[src/rtl/pu_params.sv]
// Shared definitions for the PU layer sequencer: default field widths, the packed
// layer-config layout, FSM state codes and layer-type codes.
package pu_params;

    localparam int NUM_PE_DEF     = 8;
    localparam int MAX_LAYERS_DEF = 16;
    localparam int LPW            = 10;
    localparam int TIDW           = 16;
    localparam int PADW           = 3;
    localparam int STRW           = 3;
    localparam int LTW            = 2;

    // Field order is MSB first; oc/ic/ih/kh/kw hold (value - 1).
    typedef struct packed {
        logic [STRW-1:0] stride;
        logic [LPW-1:0]  pool_iw;
        logic [LPW-1:0]  pool_oh;
        logic [1:0]      pool_kernel;
        logic            pool;
        logic [LTW-1:0]  l_type;
        logic [TIDW-1:0] max_threads;
        logic [PADW-1:0] pad;
        logic [PADW-1:0] pad_row_start;
        logic [PADW-1:0] pad_row_end;
        logic            skip;
        logic [LPW-1:0]  endrow_iw;
        logic [LPW-1:0]  ic;
        logic [LPW-1:0]  ih;
        logic [LPW-1:0]  iw;
        logic [LPW-1:0]  oc;
        logic [LPW-1:0]  kh;
        logic [LPW-1:0]  kw;
    } layer_cfg_t;

    localparam logic [2:0] ST_IDLE    = 3'd0;
    localparam logic [2:0] ST_LOAD    = 3'd1;
    localparam logic [2:0] ST_REQ     = 3'd2;
    localparam logic [2:0] ST_WAIT_PE = 3'd3;
    localparam logic [2:0] ST_POOL    = 3'd4;
    localparam logic [2:0] ST_NEXT    = 3'd5;

    localparam logic [1:0] LT_CONV = 2'd0;
    localparam logic [1:0] LT_FC   = 2'd1;
    localparam logic [1:0] LT_NORM = 2'd2;

endpackage

[src/rtl/pu_cfg_table.sv]
// Layer configuration register file: one write port, one registered read port.
// Left without reset so it maps onto block/distributed RAM.
module pu_cfg_table #(
    parameter int DEPTH = 16,
    parameter int WIDTH = 124,
    localparam int AW   = $clog2(DEPTH)
) (
    input  logic             clk,
    input  logic             wr_en_i,
    input  logic [AW-1:0]    wr_addr_i,
    input  logic [WIDTH-1:0] wr_data_i,
    input  logic [AW-1:0]    rd_addr_i,
    output logic [WIDTH-1:0] rd_data_o
);

    logic [WIDTH-1:0] mem_q [DEPTH];
    logic [WIDTH-1:0] rd_data_q;

    always_ff @(posedge clk) begin
        if (wr_en_i) begin
            mem_q[wr_addr_i] <= wr_data_i;
        end
        rd_data_q <= mem_q[rd_addr_i];
    end

    assign rd_data_o = rd_data_q;

endmodule

[src/rtl/pu_layer_seq.sv]
// Layer sequencer: walks every configured layer through output-group / input-channel
// passes, handshaking with vectorgen, the PE array and the pooling unit.
module pu_layer_seq
    import pu_params::*;
#(
    parameter int NUM_PE            = NUM_PE_DEF,
    parameter int MAX_LAYERS        = MAX_LAYERS_DEF,
    parameter int LAYER_PARAM_WIDTH = LPW,
    parameter int TID_WIDTH         = TIDW,
    parameter int PAD_WIDTH         = PADW,
    parameter int STRIDE_SIZE_W     = STRW,
    parameter int L_TYPE_WIDTH      = LTW,
    localparam int LAW      = $clog2(MAX_LAYERS),
    localparam int OFF_OC   = 2 * LAYER_PARAM_WIDTH,
    localparam int OFF_IC   = 5 * LAYER_PARAM_WIDTH,
    localparam int OFF_LT   = 7 * LAYER_PARAM_WIDTH + 1 + 3 * PAD_WIDTH + TID_WIDTH,
    localparam int OFF_POOL = OFF_LT + L_TYPE_WIDTH,
    localparam int CFG_W    = OFF_POOL + 3 + 2 * LAYER_PARAM_WIDTH + STRIDE_SIZE_W,
    localparam int OCB_W    = LAYER_PARAM_WIDTH + $clog2(NUM_PE)
) (
    input  logic                         clk,
    input  logic                         reset,
    input  logic                         start,
    input  logic [LAW:0]                 num_layers,
    input  logic                         cfg_wr_en,
    input  logic [LAW-1:0]               cfg_wr_addr,
    input  logic [CFG_W-1:0]             cfg_wr_data,
    output logic                         rd_req,
    input  logic                         rd_ack,
    input  logic                         pe_done,
    input  logic                         pool_done,
    output logic [2:0]                   state,
    output logic [LAW-1:0]               layer_idx,
    output logic [CFG_W-1:0]             cfg_out,
    output logic [LAYER_PARAM_WIDTH-1:0] oc_idx,
    output logic [LAYER_PARAM_WIDTH-1:0] ic_idx,
    output logic [OCB_W-1:0]             oc_base,
    output logic                         first_ic,
    output logic                         last_ic,
    output logic                         pool_start,
    output logic                         busy,
    output logic                         done
);

    logic [2:0]                   state_q, state_d;
    logic [LAW-1:0]               layer_idx_q, layer_idx_d;
    logic [LAW:0]                 num_layers_q, num_layers_d;
    logic [CFG_W-1:0]             cfg_q, cfg_d;
    logic [LAYER_PARAM_WIDTH-1:0] oc_idx_q, oc_idx_d;
    logic [LAYER_PARAM_WIDTH-1:0] ic_idx_q, ic_idx_d;
    logic                         pool_start_q, pool_start_d;
    logic                         done_q, done_d;
    logic                         busy_q;
    logic                         grp_end, grp_adv;
    logic [CFG_W-1:0]             tbl_rd_data;

    logic [LAYER_PARAM_WIDTH-1:0] oc_lim, ic_lim;
    logic [L_TYPE_WIDTH-1:0]      l_type;
    logic                         pool_en, single_pass;

    assign oc_lim      = cfg_q[OFF_OC +: LAYER_PARAM_WIDTH];
    assign ic_lim      = cfg_q[OFF_IC +: LAYER_PARAM_WIDTH];
    assign l_type      = cfg_q[OFF_LT +: L_TYPE_WIDTH];
    assign pool_en     = cfg_q[OFF_POOL];
    assign single_pass = (l_type == LT_FC) || (l_type == LT_NORM);

    // Read address follows the next layer index so the word is ready during LOAD.
    pu_cfg_table #(
        .DEPTH (MAX_LAYERS),
        .WIDTH (CFG_W)
    ) u_cfg_table (
        .clk       (clk),
        .wr_en_i   (cfg_wr_en && (state_q == ST_IDLE)),
        .wr_addr_i (cfg_wr_addr),
        .wr_data_i (cfg_wr_data),
        .rd_addr_i (layer_idx_d),
        .rd_data_o (tbl_rd_data)
    );

    always_comb begin
        state_d      = state_q;
        layer_idx_d  = layer_idx_q;
        num_layers_d = num_layers_q;
        cfg_d        = cfg_q;
        oc_idx_d     = oc_idx_q;
        ic_idx_d     = ic_idx_q;
        pool_start_d = 1'b0;
        done_d       = 1'b0;
        grp_end      = 1'b0;
        grp_adv      = 1'b0;

        case (state_q)
            ST_IDLE: begin
                if (start) begin
                    if (num_layers != '0) begin
                        state_d      = ST_LOAD;
                        layer_idx_d  = '0;
                        num_layers_d = num_layers;
                    end else begin
                        done_d = 1'b1;
                    end
                end
            end
            ST_LOAD: begin
                cfg_d    = tbl_rd_data;
                oc_idx_d = '0;
                ic_idx_d = '0;
                state_d  = ST_REQ;
            end
            ST_REQ: begin
                if (rd_ack) begin
                    state_d = ST_WAIT_PE;
                end
            end
            ST_WAIT_PE: begin
                if (pe_done) begin
                    if (l_type == LT_FC) begin
                        grp_end = 1'b1;
                    end else if (ic_idx_q < ic_lim) begin
                        ic_idx_d = ic_idx_q + 1'b1;
                        state_d  = ST_REQ;
                    end else begin
                        ic_idx_d = '0;
                        grp_end  = 1'b1;
                    end
                end
            end
            ST_POOL: begin
                if (pool_done) begin
                    grp_adv = 1'b1;
                end
            end
            ST_NEXT: begin
                if (({1'b0, layer_idx_q} + 1'b1) < num_layers_q) begin
                    layer_idx_d = layer_idx_q + 1'b1;
                    state_d     = ST_LOAD;
                end else begin
                    done_d  = 1'b1;
                    state_d = ST_IDLE;
                end
            end
            default: state_d = ST_IDLE;
        endcase

        if (grp_end) begin
            if (pool_en) begin
                state_d      = ST_POOL;
                pool_start_d = 1'b1;
            end else begin
                grp_adv = 1'b1;
            end
        end

        // Norm layers are a single output group regardless of the stored oc.
        if (grp_adv) begin
            if ((l_type != LT_NORM) && (oc_idx_q < oc_lim)) begin
                oc_idx_d = oc_idx_q + 1'b1;
                state_d  = ST_REQ;
            end else begin
                state_d = ST_NEXT;
            end
        end
    end

    always_ff @(posedge clk or negedge reset) begin
        if (!reset) begin
            state_q      <= ST_IDLE;
            layer_idx_q  <= '0;
            num_layers_q <= '0;
            cfg_q        <= '0;
            oc_idx_q     <= '0;
            ic_idx_q     <= '0;
            pool_start_q <= 1'b0;
            done_q       <= 1'b0;
            busy_q       <= 1'b0;
        end else begin
            state_q      <= state_d;
            layer_idx_q  <= layer_idx_d;
            num_layers_q <= num_layers_d;
            cfg_q        <= cfg_d;
            oc_idx_q     <= oc_idx_d;
            ic_idx_q     <= ic_idx_d;
            pool_start_q <= pool_start_d;
            done_q       <= done_d;
            busy_q       <= (state_d != ST_IDLE);
        end
    end

    assign state      = state_q;
    assign layer_idx  = layer_idx_q;
    assign cfg_out    = cfg_q;
    assign oc_idx     = oc_idx_q;
    assign ic_idx     = ic_idx_q;
    assign oc_base    = OCB_W'(oc_idx_q) * OCB_W'(NUM_PE);
    assign rd_req     = (state_q == ST_REQ);
    assign first_ic   = single_pass || (ic_idx_q == '0);
    assign last_ic    = single_pass || (ic_idx_q == ic_lim);
    assign pool_start = pool_start_q;
    assign busy       = busy_q;
    assign done       = done_q;

endmodule

[config.mk]
export PLATFORM = sky130hd
export DESIGN_NAME = pu_layer_seq
export DESIGN_NICKNAME = d
export VERILOG_FILES = /design/src/rtl/pu_params.sv /design/src/rtl/pu_cfg_table.sv /design/src/rtl/pu_layer_seq.sv
export SDC_FILE = /design/constraint.sdc
export NUM_CORES = 2
export LEC_CHECK = 0
export CORE_ASPECT_RATIO = 1.75
export CORE_MARGIN = 8
export CORE_UTILIZATION = 52
export DETAILED_ROUTE_END_ITERATION = 8
export MAX_ROUTING_LAYER = met4
export PLACE_DENSITY = 0.7
export SYNTH_ARGS = -nofsm -noshare
export SYNTH_HDL_FRONTEND = slang
export SYNTH_SLANG_ARGS = --single-unit
[constraint.sdc]
create_clock -name clk -period 12.8 [get_ports clk]
set_input_delay 2.56 -clock clk [delete_from_list [all_inputs] [get_ports clk]]
set_output_delay 2.56 -clock clk [all_outputs]
set_load 0.02 [all_outputs]
# After elaboration in Yosys (flattened, before gate mapping)
# Memory sizes are Yosys's and may differ from the RTL's. A register that Yosys moved wholly into a read port is not among the register bits.
# Cells that the tools add are included.
# Widths: inputs -> output; s select.
[totals]
regBits = 159
latch_bits = 0
ram_bits = 1984
mem_bits_ro = 0
wordCells = 79
memories = 1
[mem_list]
columns = ["memory", "words", "word_bits", "rd", "rd_clocked_by_memory_dff", "write_ports", "line", "source"]
rows = [
  ["u_cfg_table.mem_q", 16, 124, 1, 1, 1, "pu_cfg_table.sv:16", "logic [WIDTH-1:0] mem_q [DEPTH];"],
]
[op_classes]
add_sub_neg = 4
multipliers = 0
div_mod_pow = 0
order_cmp = 3
eq_ne = 11
n_shift = 0
n_mux = 39
bitwise = 0
n_reduce_logical = 12
[op_table]
columns = ["operator", "count"]
rows = [
  ["$mux 10", 6],
  ["$mux 3", 10],
  ["$add 10x1->10 const B", 2],
  ["$lt 10x10->1", 2],
  ["$pmux 10 s2", 1],
  ["$pmux 3 s6", 1],
  ["$mux 1", 16],
  ["$mux 4", 3],
  ["$eq 10x10->1", 1],
  ["$logic_not 10->1", 1],
  ["$pmux 4 s2", 1],
  ["$eq 3x2->1 const B", 2],
  ["$eq 3x3->1 const B", 2],
  ["$ne 2x2->1 const B", 3],
  ["$reduce_and 3->1", 2],
  ["$add 4x1->5 const B", 1],
  ["$lt 5x5->1", 1],
  ["$reduce_bool 5->1", 1],
  ["$add 4x1->4 const B", 1],
  ["$eq 3x1->1 const B", 1],
  ["$logic_not 3->1", 1],
  ["$logic_or 1x1->1", 3],
  ["$reduce_bool 3->1", 1],
  ["$eq 2x1->1 const B", 1],
  ["other kinds (4)", 5],
]

# Logic depth before layout (Yosys ltp)
[logic_depth]
ltp_word = 9
mapped_depth = 15
mapped_depth_nobuf = 11

# Modules after synthesis
# A second synthesis with hierarchy kept.
[unflattened]
hier_cells = 3746
area_unflattened_um2 = 83704.0
[by_module_without_submodules]
columns = ["module", "instances", "cells_each", "area_each_um2"]
rows = [
  ["pu_cfg_table", 1, 3168, 76484.6],
  ["pu_layer_seq", 1, 578, 7219.4],
]

# Worst setup path after synthesis
# OpenSTA, ideal clock, no wires.
[synth_path]
path_type = "input-to-reg"
startpoint = "input port cfg_wr_en"
endpoint = "memory u_cfg_table.mem_q[0][0] (enable)"
setup_time_ps = 761
t_arrival_ps = 11369
slack_ps = 670
path_stages = 3
cell_sequence = "nand2_1 > or3_1 > nor3_1"
[synth_between]
elab_chain_cells = 3
[synth_lines]
columns = ["item", "line", "source"]
rows = [
  ["from (decl)", "pu_layer_seq.sv:25", "input logic cfg_wr_en,"],
  ["$logic_and 1x1->1", "pu_layer_seq.sv:73", ".wr_en_i (cfg_wr_en && (state_q == ST_IDLE)),"],
  ["$mux 1", "pu_cfg_table.sv:20", "if (wr_en_i) begin"],
  ["$mux 1 (not written as such)", "pu_cfg_table.sv:21", "mem_q[wr_addr_i] <= wr_data_i;"],
  ["to (decl)", "pu_cfg_table.sv:16", ""],
]
# Every way passes these cells.

# Final worst setup path
[layout_path]
startpoint = "input port num_layers[3]"
endpoint = "register u_cfg_table.rd_data_q[47], in the netlist u_cfg_table.rd_data_o[47] (read register of u_cfg_table.mem_q)"
[layout_between]
elab_chain_cells = 4
[layout_lines]
columns = ["item", "line", "source"]
rows = [
  ["from (decl)", "pu_layer_seq.sv:24", "input logic [LAW:0] num_layers,"],
  ["$reduce_bool 5->1", "pu_layer_seq.sv:95", "if (num_layers != '0) begin"],
  ["$mux 4", "pu_layer_seq.sv:95", ""],
  ["$mux 4", "pu_layer_seq.sv:94", "if (start) begin"],
  ["$pmux 4 s2", "pu_layer_seq.sv:92", "case (state_q)"],
  ["to (decl)", "pu_cfg_table.sv:17", "logic [WIDTH-1:0] rd_data_q;"],
]
# Every way passes these cells.
# A chain may end at the register's enable or synchronous reset.

==> flow_results.org <==
** Status
- Result of the run :: complete, but fails checks
- The checks that failed: design-rule violations.

** Finish
- Footprint of the flip-flops and latches :: 66040 sq um
- Number of inserted filler cells in the final layout :: 12170
- Footprint of the multi-input gates :: 18420 sq um
- Relative to the synthesized area, the layout overhead comes to 14.16%.
- The post-route netlist has 14.32% of its cells at a drive strength greater than 1.
- Nets :: 5317
- Final core area utilization :: 59.54%

** Timing
- Post-route clock period utilization :: 50.44%
- Setup slack on the critical path of the routed design comes to 6.344 ns.
- Worst setup skew after layout :: 0.04224 ns
- Across all hold checks on the routed design, the worst slack comes to 0.4114 ns.
- Slew at the pin closest to its max-slew limit :: 1.219 ns
- Headroom to the max-slew limit came out at 18.76%.
- Number of pins with negative max-slew slack in the final report :: 0
- Adding up every negative setup slack in the final design gives 0 ns.
- The worst path needs 6.456 ns of the cycle, external delays included.
- Setup violations remaining at the end of the flow were counted as 0.
- The number of endpoints with negative hold slack in the final report was 0.
- RSZ-0062 raised after global routing :: no
- Based on the critical path, the design can be clocked at up to 154.9 MHz.

** Worst hold path
- In this run the worst hold path is classified as reg2reg.

** Drt
- The routed layout has 45280 vias.
- Post-DR wirelength/cell :: 28.50 um
- The final layout contains routed wiring with a total length of 214800 um.
- For this run, design rule violations remaining after detail routing come to 3.
- In this run the remaining antenna-violating nets after routing total 0.
- Dividing the detail-routed via count by the number of cells gives 6.008.
- Initial DRC count :: 4861
- Number of iterations in the first detailed-routing pass :: 9

** Logic synthesis
- Post-synth top area cell :: sky130_fd_sc_hd__edfxtp_1
- Syn. warnings :: 0
- The most used flip-flop cell after synthesis is sky130_fd_sc_hd__edfxtp_1.
- By instance count, the leading cell after synthesis is sky130_fd_sc_hd__edfxtp_1.
- Counting distinct cell types in the post-synthesis netlist gives 63.
- Synthesized netlist cell count :: 4812
- Sorting the synthesized cells by area gives the leading types as sky130_fd_sc_hd__edfxtp_1 (70%), sky130_fd_sc_hd__mux2i_1 (6.8%), sky130_fd_sc_hd__dfrtp_1 (4.6%).
- In this run the cell area of the synthesized design comes to 85630 sq um.
- Synthesis inferred 2267 register bits.
- EDFF count, synth :: 1984
- The synthesized design devotes to its leading area cell type 69.58% of total area.
- Of the synthesized area, sequential elements account for 77.12%.
- Post-synth ARST share :: 7.014%
- The average instance in the mapped netlist occupies 17.79 sq um.
- Most frequent cells after synthesis :: sky130_fd_sc_hd__edfxtp_1 (1984), sky130_fd_sc_hd__mux2i_1 (585), sky130_fd_sc_hd__nand2_1 (450)

** Die
- 310 I/O pins were placed.
- Effective utilization at floorplan :: 52.16%
- The floorplan has 197 rows.
- Die X :: 322.8 um
- The floorplan step defined a die boundary enclosing 178400 sq um.
- DIE HEIGHT :: 552.8 um
- Core Box Area :: 164200 sq um

** Clock network
- Clock net sink count :: 2267
- Number of clock buffers inserted by TritonCTS :: 197
- Buffers added to address setup during post-CTS repair amount to 0.
- CTS-repair resized insts :: 0
- TritonCTS built the clock tree.
- Clk Tree Root Cell :: sky130_fd_sc_hd__clkbuf_16
- Worst-skew pair later-pin latency :: 0.83 ns
- After clock tree synthesis, the flow added hold-fix buffers numbering 0.
- In this run the number of H-tree levels came out at 4.
- The longest clock path from root to sink contains 4 buffers.
- Clock edge transition at the registers on the reported setup and hold paths :: 0.07 ns

** Critical path
- Length in cells of the worst reg-to-reg path :: 12
- Required time of the worst setup path :: 13.48 ns
- Nature of the critical path startpoint :: input pin
- At the worst endpoint, the arrival time is 7.14 ns.
- CP Capture Type :: flip-flop
- Crit-path max FO :: 61
- The startpoint identified for the worst register-to-register timing path is layer_idx[0].
- The worst setup path is of the in2reg kind.
- Following the worst setup path forward leads to its endpoint at u_cfg_table.rd_data_o[47].
- Critical R2R Capture :: u_cfg_table.rd_data_o[47]
- Register-to-register setup slack :: 7.06 ns
- The critical path starts at num_layers[3].

** Global routing
- Global routing used 24.26% of the available tracks.
- The first global-routing pass estimated 309500 um of wire.
- The via count of the first global-routing pass was 46260.
- Entering global routing, the biggest net connects 159 pins.
- Number of antenna violations at the first check in global routing :: 46
- Aggregate global routing overflow :: 0

** Run
- The tool flagged a number of max-cap violations equal to 0.

** Place
- Number of buffer cells added on primary ports :: 306
- At the placement stage, the worst setup path has a slack of 5.524 ns.
- HPWL after detailed placement :: 111600 um
- Final RePlAce weighted congestion :: 0.7995

** Pwr
- Total power density per cell area :: 196.7 nW/um^2
- The analysis attributes to cell leakage a power of 32.07 nW.
- The worst-case IR drop observed on VDD is 0.0002278 V.
-- through the flow --
stage	cell area, sq um	cells	power, mW
after floorplan	85630	4814	11.80
after global placement	91220	7138	13.34
after detailed placement	91220	7138	13.42
after CTS	97650	7496	19.33
after global routing	97740	7531	19.90
final	97750	7536	19.22
-- critical path, stage by stage --
cell and delay [ns]:
sky130_fd_sc_hd__clkdlybuf4s50_1 0.43, sky130_fd_sc_hd__or4_1 0.56, sky130_fd_sc_hd__o211ai_2 0.29, sky130_fd_sc_hd__nand2_1 0.14
sky130_fd_sc_hd__mux2i_4 0.43, sky130_fd_sc_hd__buf_4 0.75, sky130_fd_sc_hd__buf_4 0.85, sky130_fd_sc_hd__mux2_2 0.41
sky130_fd_sc_hd__a22o_1 0.22, sky130_fd_sc_hd__or4_1 0.41
-- cell usage in the layout (no fill, tap or decap), types with 9 or more instances in the layout --
master and n:
sky130_fd_sc_hd__nor4_1 9, sky130_fd_sc_hd__o22ai_1 121, sky130_fd_sc_hd__a22o_1 41, sky130_fd_sc_hd__clkinv_2 29, sky130_fd_sc_hd__mux2i_1 584, sky130_fd_sc_hd__clkdlybuf4s50_1 305
sky130_fd_sc_hd__nor3_1 11, sky130_fd_sc_hd__nand4_1 87, sky130_fd_sc_hd__o22a_1 167, sky130_fd_sc_hd__dfrtp_1 159, sky130_fd_sc_hd__mux2_2 336, sky130_fd_sc_hd__edfxtp_1 1984
sky130_fd_sc_hd__nand3_1 16, sky130_fd_sc_hd__clkbuf_1 61, sky130_fd_sc_hd__clkbuf_16 202, sky130_fd_sc_hd__inv_1 35, sky130_fd_sc_hd__clkbuf_8 20, sky130_fd_sc_hd__diode_2 40
sky130_fd_sc_hd__dfxtp_1 124, sky130_fd_sc_hd__mux2_1 80, sky130_fd_sc_hd__nor2_4 13, sky130_fd_sc_hd__nand2b_1 13, sky130_fd_sc_hd__nand2_1 450, sky130_fd_sc_hd__clkinv_1 11
sky130_fd_sc_hd__nor2_1 14, sky130_fd_sc_hd__ha_1 29, sky130_fd_sc_hd__o21ai_0 49, sky130_fd_sc_hd__buf_4 88, sky130_fd_sc_hd__a21oi_1 11, sky130_fd_sc_hd__bufinv_16 16
sky130_fd_sc_hd__a222oi_1 84, sky130_fd_sc_hd__or4_1 42
-- sequential cells by signal (all words and copies together), names as in the netlist --
signal and count:
u_cfg_table.mem_q 1984, state 3, layer_idx 4, ic_idx 10
u_cfg_table.rd_data_o 124, num_layers_q 5, busy 1, oc_idx 10
done 1, cfg_out 124, pool_start 1
-- worst min-delay path by stage --
stage	cells past startpoint	end	startpoint
4_1_cts	2	cfg_out[18]	u_cfg_table.rd_data_o[18]
2_1_floorplan	2	cfg_out[0]	u_cfg_table.rd_data_o[0]
6_report	2	cfg_out[18]	u_cfg_table.rd_data_o[18]
3_5_place_dp	2	cfg_out[93]	u_cfg_table.rd_data_o[93]
5_1_grt	2	cfg_out[37]	u_cfg_table.rd_data_o[37]
3_3_place_gp	2	cfg_out[37]	u_cfg_table.rd_data_o[37]
-- layer usage --
metal / vias to the layer above / global-route usage [%] / share of wire [%]
li1: 19620 / - / -
met1: 23410 / 31.30 / 40
met2: 1882 / 39.13 / 49
met3: 366 / 4.860 / 8.8
met4: 0 / 7.259 / 2.7
met5: - / - / 0
-- where the power goes --
part | switching (mW) | internal (mW)
clock network | 2.60 | 3.36
registers | 0.282 | 8.50
logic | 2.63 | 1.86
-- area by class of cell --
class	instances	area share, %
antenna	40	0.1024
clock buffer	283	5.687
clock inverter	75	0.8871
inverter	36	0.1382
multi-input combinational	2244	18.85
sequential	2267	67.56
tap	2189	2.802
timing repair buffer	402	3.978
-- cell families after synthesis --
logic type | share of synthesized area (%)
XOR/XNOR | 0.05115
other | 0.004379
AND/OR/NAND/NOR | 3.723
buffers and inverters | 1.637
multiplexers | 12.33
adder cells (fa/ha/maj) | 0.4238
AO/OA/AOI/OAI | 4.712
flip-flops | 77.12
Power figures use the tool's default switching activity.
